$ cat src/rtl/rf_wb_initiator_pkg.sv
// Shared ISA-level register definitions and the register-file request/response types
// used by the write-back initiator and its queue.
package rv32i;
  localparam int reg_width      = 32;
  localparam int reg_addr_width = 5;
  typedef logic [reg_addr_width-1:0] reg_addr_t;
  typedef logic [reg_width-1:0]      reg_t;
  localparam reg_addr_t reg_zero = '0;
endpackage

package core;
  typedef struct packed {
    logic             en;
    rv32i::reg_addr_t addr;
    rv32i::reg_t      value;
  } rf_write_req_t;

  localparam rf_write_req_t rf_write_req_rst = '0;

  typedef struct packed {
    logic done;
  } rf_write_rsp_t;

  typedef struct packed {
    logic             en;
    rv32i::reg_addr_t addr;
  } rf_read_req_t;

  typedef struct packed {
    logic        valid;
    rv32i::reg_t value;
  } rf_read_rsp_t;

  typedef struct packed {
    rv32i::reg_addr_t reg_addr;
    rv32i::reg_t      value;
  } rf_wbq_entry_t;

  typedef enum logic [1:0] {IDLE, ISSUE, WAIT} rf_wbq_state_t;

  // x0 reads never conflict with a queued write
  function automatic logic rf_raw_hit(rf_read_req_t req, rf_wbq_entry_t e);
    return req.en && (req.addr != rv32i::reg_zero) && (req.addr == e.reg_addr);
  endfunction
endpackage

$ cat src/rtl/rf_wbq_fifo.sv
// Write-back queue: circular buffer whose contents are also exposed oldest-first
// (entries[0] is the head) with a valid vector, so the top can compare every queued write.
module rf_wbq_fifo
  import core::*;
#(
  parameter int depth = 4
) (
  input  logic                      clk,
  input  logic                      rst_n,
  input  logic                      push,
  input  rf_wbq_entry_t             push_entry,
  input  logic                      pop,
  output logic                      full,
  output logic                      empty,
  output logic [$clog2(depth):0]    count,
  output rf_wbq_entry_t             entries [depth],
  output logic [depth-1:0]          entry_valid
);
  localparam int iw = $clog2(depth);

  logic [iw:0]   wr_ptr, rd_ptr;
  rf_wbq_entry_t mem [depth];
  logic          do_push, do_pop;

  assign do_push = push && !full;
  assign do_pop  = pop && !empty;

  always_ff @(posedge clk) begin
    if (!rst_n) begin
      wr_ptr <= '0;
      rd_ptr <= '0;
    end else begin
      if (do_push) wr_ptr <= wr_ptr + 1'b1;
      if (do_pop)  rd_ptr <= rd_ptr + 1'b1;
    end
  end

  always_ff @(posedge clk) begin
    if (do_push) mem[wr_ptr[iw-1:0]] <= push_entry;
  end

  assign empty = (wr_ptr == rd_ptr);
  assign full  = (wr_ptr[iw] != rd_ptr[iw]) && (wr_ptr[iw-1:0] == rd_ptr[iw-1:0]);
  assign count = wr_ptr - rd_ptr;

  for (genvar k = 0; k < depth; k++) begin : g_age
    logic [iw-1:0] idx;
    assign idx            = rd_ptr[iw-1:0] + iw'(k);
    assign entries[k]     = mem[idx];
    assign entry_valid[k] = ((iw+1)'(k) < count);
  end
endmodule

$ cat src/rtl/rf_wb_initiator.sv
// Queues retiring results and issues them to the register file one at a time, popping on done;
// decode reads pass through and stall on RAW against the queue, or forward when RF_WBQ_FWD_EN is defined.
module rf_wb_initiator
  import core::*;
#(
  parameter int read_port_cnt = 3,
  parameter int wbq_depth     = 4
) (
  input  logic                             clk,
  input  logic                             rst_n,
  input  logic                             wb_valid,
  output logic                             wb_ready,
  input  logic [rv32i::reg_addr_width-1:0] wb_addr,
  input  logic [rv32i::reg_width-1:0]      wb_value,
  input  rf_read_req_t                     rd_req_in   [read_port_cnt],
  output rf_read_rsp_t                     rd_rsp_out  [read_port_cnt],
  output logic                             rd_stall,
  output rf_write_req_t                    rf_write_req,
  input  rf_write_rsp_t                    rf_write_rsp,
  output rf_read_req_t                     rf_read_req [read_port_cnt],
  input  rf_read_rsp_t                     rf_read_rsp [read_port_cnt],
  output logic                             idle
);
  localparam int cw = $clog2(wbq_depth) + 1;

  rf_wbq_state_t         state, state_nxt;
  logic                  push, pop, full, empty;
  logic [cw-1:0]         wbq_count;
  rf_wbq_entry_t         push_entry;
  rf_wbq_entry_t         entries [wbq_depth];
  logic [wbq_depth-1:0]  entry_valid;
  rf_write_req_t         head_req;

  assign wb_ready   = !full && rst_n;
  assign push       = wb_valid && wb_ready && (wb_addr != rv32i::reg_zero);
  assign push_entry = '{reg_addr: wb_addr, value: wb_value};

  rf_wbq_fifo #(.depth(wbq_depth)) u_wbq (
    .clk         (clk),
    .rst_n       (rst_n),
    .push        (push),
    .push_entry  (push_entry),
    .pop         (pop),
    .full        (full),
    .empty       (empty),
    .count       (wbq_count),
    .entries     (entries),
    .entry_valid (entry_valid)
  );

  assign head_req = '{en: 1'b1, addr: entries[0].reg_addr, value: entries[0].value};

  always_ff @(posedge clk) begin
    if (!rst_n) state <= IDLE;
    else        state <= state_nxt;
  end

  // done is only honoured in WAIT so a response left over from the previous write cannot pop
  always_comb begin
    state_nxt    = state;
    rf_write_req = rf_write_req_rst;
    pop          = 1'b0;
    case (state)
      IDLE: begin
        if (!empty) state_nxt = ISSUE;
      end
      ISSUE: begin
        rf_write_req = head_req;
        state_nxt    = WAIT;
      end
      WAIT: begin
        rf_write_req = head_req;
        if (rf_write_rsp.done) begin
          pop       = 1'b1;
          state_nxt = ((wbq_count > cw'(1)) || push) ? ISSUE : IDLE;
        end
      end
      default: state_nxt = IDLE;
    endcase
  end

  assign idle        = empty && (state == IDLE);
  assign rf_read_req = rd_req_in;

  always_comb begin
    rd_stall = 1'b0;
    for (int i = 0; i < read_port_cnt; i++) begin
      rd_rsp_out[i] = rf_read_rsp[i];
`ifdef RF_WBQ_FWD_EN
      // ascending age order, so the youngest matching entry wins
      for (int k = 0; k < wbq_depth; k++) begin
        if (entry_valid[k] && rf_raw_hit(rd_req_in[i], entries[k])) begin
          rd_rsp_out[i].valid = 1'b1;
          rd_rsp_out[i].value = entries[k].value;
        end
      end
`else
      for (int k = 0; k < wbq_depth; k++) begin
        if (entry_valid[k] && rf_raw_hit(rd_req_in[i], entries[k])) rd_stall = 1'b1;
      end
`endif
    end
`ifndef RF_WBQ_FWD_EN
    for (int i = 0; i < read_port_cnt; i++) begin
      if (rd_stall) rd_rsp_out[i].valid = 1'b0;
    end
`endif
  end
endmodule

$ cat config.mk
export PLATFORM = sky130hd
export DESIGN_NAME = rf_wb_initiator
export DESIGN_NICKNAME = d
export VERILOG_FILES = /design/src/rtl/rf_wb_initiator_pkg.sv /design/src/rtl/rf_wbq_fifo.sv /design/src/rtl/rf_wb_initiator.sv
export SDC_FILE = /design/constraint.sdc
export NUM_CORES = 1
export LEC_CHECK = 0
export ABC_AREA = 1
export BUFFER_PORTS_ARGS = -buffer_cell sky130_fd_sc_hd__buf_2
export CAP_MARGIN = 20
export CORE_UTILIZATION = 46
export DETAILED_ROUTE_END_ITERATION = 10
export PLACE_DENSITY = 0.8
export SYNTH_ARGS = -nofsm -noshare
export SYNTH_HDL_FRONTEND = slang
export SYNTH_SLANG_ARGS = --single-unit
export TNS_END_PERCENT = 10
$ cat constraint.sdc
create_clock -name clk -period 3.36 [get_ports clk]
set_input_delay 0.84 -clock clk [delete_from_list [all_inputs] [get_ports clk]]
set_output_delay 0.84 -clock clk [all_outputs]
set_load 0.02 [all_outputs]
==> flow_summary.yaml <==
status:
  outcome: "finished, violations left"
  violations: "negative setup slack"
worst_setup_path:
  cp.required_ps: 2520
  arrival_ps: 2640
  critical_path_class: "reg -> out"
  rrSetupSlack_ps: 820
  start_kind: "register"
  worstPathMaxFanout: 4
  critPathCaptureType: "primary output"
power:
  power_frac_seq_pct: 38.4
  p_total_uw: 5850
  vdd_drop_max_uv: 447
  leakage_uw: 0.00401
  power.density_nw_per_um2: 615
  p_sw_share_pct: 35.4
  p_comb_share_pct: 30.8
  power.switching_uw: 2070
  internal-power_uw: 3780
  power.share.clock_pct: 30.7
sta:
  min_period_over_period_pct: 103
  hold_violations: 0
  setup_ws_ps: -117
  whs_ps: 522
  clock.fmax_mhz: 288
  fin_crit_ps: 3480
  finClkSkew_ps: 8.18
  rsz0062_at_grt: "true"
  slew_headroom_pct: 64.6
  setup_viol_count_final: 4
  drv_slew: 0
  worstMarginPinSlew_ps: 531
route:
  vias: 6725
  drt.antenna.violating_nets: 0
  drt-pass1-iter-count: 5
  routed_wl_um: 26500
  vias_per_cell: 5.39
  post-route-drc-count: 0
  wl_per_cell_um: 21.3
  drtIter0Drc: 532
logic_synthesis:
  yosys-top-cells-area: "edfxtp_1 51%, buf_4 9.9%, nor2_1 7.9%, nand2_1 7.7%, nand3_1 5.0%"
  synth-seq-area-share_pct: 53.1
  yosysUniqueCellTypes: 30
  syn_nets: 1149
  yosysTopAreaCellShare_pct: 50.8
  yosysTopAreaCell: "edfxtp_1"
  synth_edf_count: 148
  ys_seq_elements: 158
  synthMostInstantiatedCell: "nor2_1"
  ys_warn_count: 0
  ys_async_sr_fraction_pct: 0
  syn_area_per_cell_um2: 8.93
  synth_area_um2: 8740
  postSynthCellCount: 979
  ys.flop_type: "edfxtp_1"
  yosys-top-cells-count: "185 x nor2_1, 180 x nand2_1, 148 x edfxtp_1, 115 x buf_4, 87 x nand3_1"
hold_path:
  hold_path_class: "reg -> reg"
cells_and_area:
  nFillCells: 1721
  area_growth_pct: 8.77
  layout-drive-gt1-share_pct: 22.4
  nets: 1169
global_route:
  grt_pass1_vias: 6251
  grt-ovfl-total: 0
  grt_max_degree: 61
  antenna_found_initial: 1
  grt_usage_pct: 27.2
  grt_pass1_wl_um: 39000
die:
  rows: 50
  io_pins: 316
  die_area_um2: 19600
  die_x_um: 140
  fp.coreArea_um2: 18600
  die_y_um: 140
  start_util_pct: 46.9
clock_network:
  cts.sinks: 158
  ctsHoldBuffers: 0
  cts.htree.levels: 4
  clkSlewWorstSetupHoldPaths_ps: 60
  cts_tree: "yes"
  clock_path_buffers: 2
  cts_buffers: 17
  clk_latency_ps: 410
  clockRootBuffer: "clkbuf_16"
run:
  drv_cap: 0
place:
  hpwl_um: 20200
  io_buffer_count: 123
  place.gp.congestion: 0.966
cell type report:
class                   count  area, um^2  share of cell area (%)
flip-flops and latches    158        4650                    48.9
multi-input cells         629        3010                    31.6
repair buffers            147         811                    8.53
clock buffers              18         429                    4.51
well taps                 234         293                    3.08
inverters                  46         180                    1.89
clock inverters            14         134                    1.41
diodes                      1        2.50                  0.0263
through the flow:
step | TNS [ps] | area, um^2 | util (%) | worst slack (ps) | cells
after detailed placement | 0 | 8830 | 47.4 | 127 | 1210
final | -370 | 9510 | 51.0 | -117 | 1247
after CTS | -349 | 9440 | 50.6 | -99.8 | 1244
after floorplan | -41040 | 8740 | - | -370 | 979
after global routing | -896 | 9510 | 51.0 | -241 | 1246
after global placement | 0 | 8830 | 47.4 | 175 | 1210
what timing repair did:
| item | in CTS | in global routing |
|---|---|---|
| pin swaps | 2 | 5 |
| buffers inserted | 2 | 2 |
| gates cloned | 0 | 0 |
| resized for setup | 10 | 20 |
| endpoints found under the setup margin | 4 | 4 |
logic make-up (layout without fill, tap and decap cells):
logic type      after synthesis  count (layout)  share of synthesized area, %
other cells                   0               1                             0
xor+xnor                     14              14                          1.40
flops                       158             158                          53.1
compound gates              123             123                          7.10
fa+ha+maj                    12              12                          1.80
buf+inv                     192             225                          13.4
simple gates                480             480                          23.1
worst paths after layout:
kind / start / end / depth (start not counted)
max: u_wbq.wr_ptr[0] / rd_rsp_out[65] / 17
min: u_wbq.wr_ptr[2] / u_wbq.wr_ptr[2] / 1
max reg2reg: u_wbq.rd_ptr[1] / u_wbq.mem[0][15] / 8
min reg2reg: u_wbq.wr_ptr[2] / u_wbq.wr_ptr[2] / 1
power groups by stage:
| stage | Combinational, uW | Sequential [uW] | Clock, uW |
|---|---|---|---|
| 6_report | 1800 | 2250 | 1800 |
| 5_1_grt | 1960 | 2250 | 1910 |
| 4_1_cts | 1790 | 2250 | 1820 |
| 3_5_place_dp | 1770 | 2290 | 0 |
| 3_3_place_gp | 1750 | 2290 | 0 |
| 2_1_floorplan | 1320 | 2280 | 0 |
layout by cell type, fill, tap and decap left out, drive strengths merged:
| cell type | instances |
|---|---|
| nand2 | 189 |
| nor2 | 186 |
| edfxtp | 148 |
| buf | 147 |
| nand3 | 98 |
| o21ai | 76 |
| inv | 51 |
| a21oi | 44 |
| clkbuf | 18 |
| xor2 | 14 |
| ha | 11 |
| dfxtp | 10 |
| clkinvlp | 4 |
| clkinv | 4 |
| nand4 | 3 |
| diode | 1 |
| a31oi | 1 |
| nor3 | 1 |
| and3 | 1 |
| nand3b | 1 |
| or2 | 1 |
| a21o | 1 |
| o22ai | 1 |
| fa | 1 |
| bufinv | 1 |
critical path, cell delays in order, from the launching register on:
cell and delay, ps:
dfxtp_4 350, inv_4 60, ha_4 120, inv_2 40, fa_2 550, inv_2 50, or2_4 230, nand3_4 80
nand2_2 50, nor2_1 100, nand3_1 80, nand2_1 80, inv_2 40, nand2_2 50, nor2_2 40, nand3_2 100
nor2_1 60, buf_4 150
per-layer routing:
metal | global-route usage (%) | up-vias | wire, um
met5 | 2.26 | - | 60
met3 | 15.9 | 30 | 4080
met1 | 27.7 | 3065 | 8620
met2 | 47.1 | 421 | 13300
met4 | 6.71 | 2 | 456
li1 | - | 3207 | -
sequential cells by signal, summed over array words and instances, names as in the netlist, named ones only:
name,flops
u_wbq.wr_ptr,3
u_wbq.mem,148
u_wbq.rd_ptr,3
state,2
(Power assumes the default switching activity.)
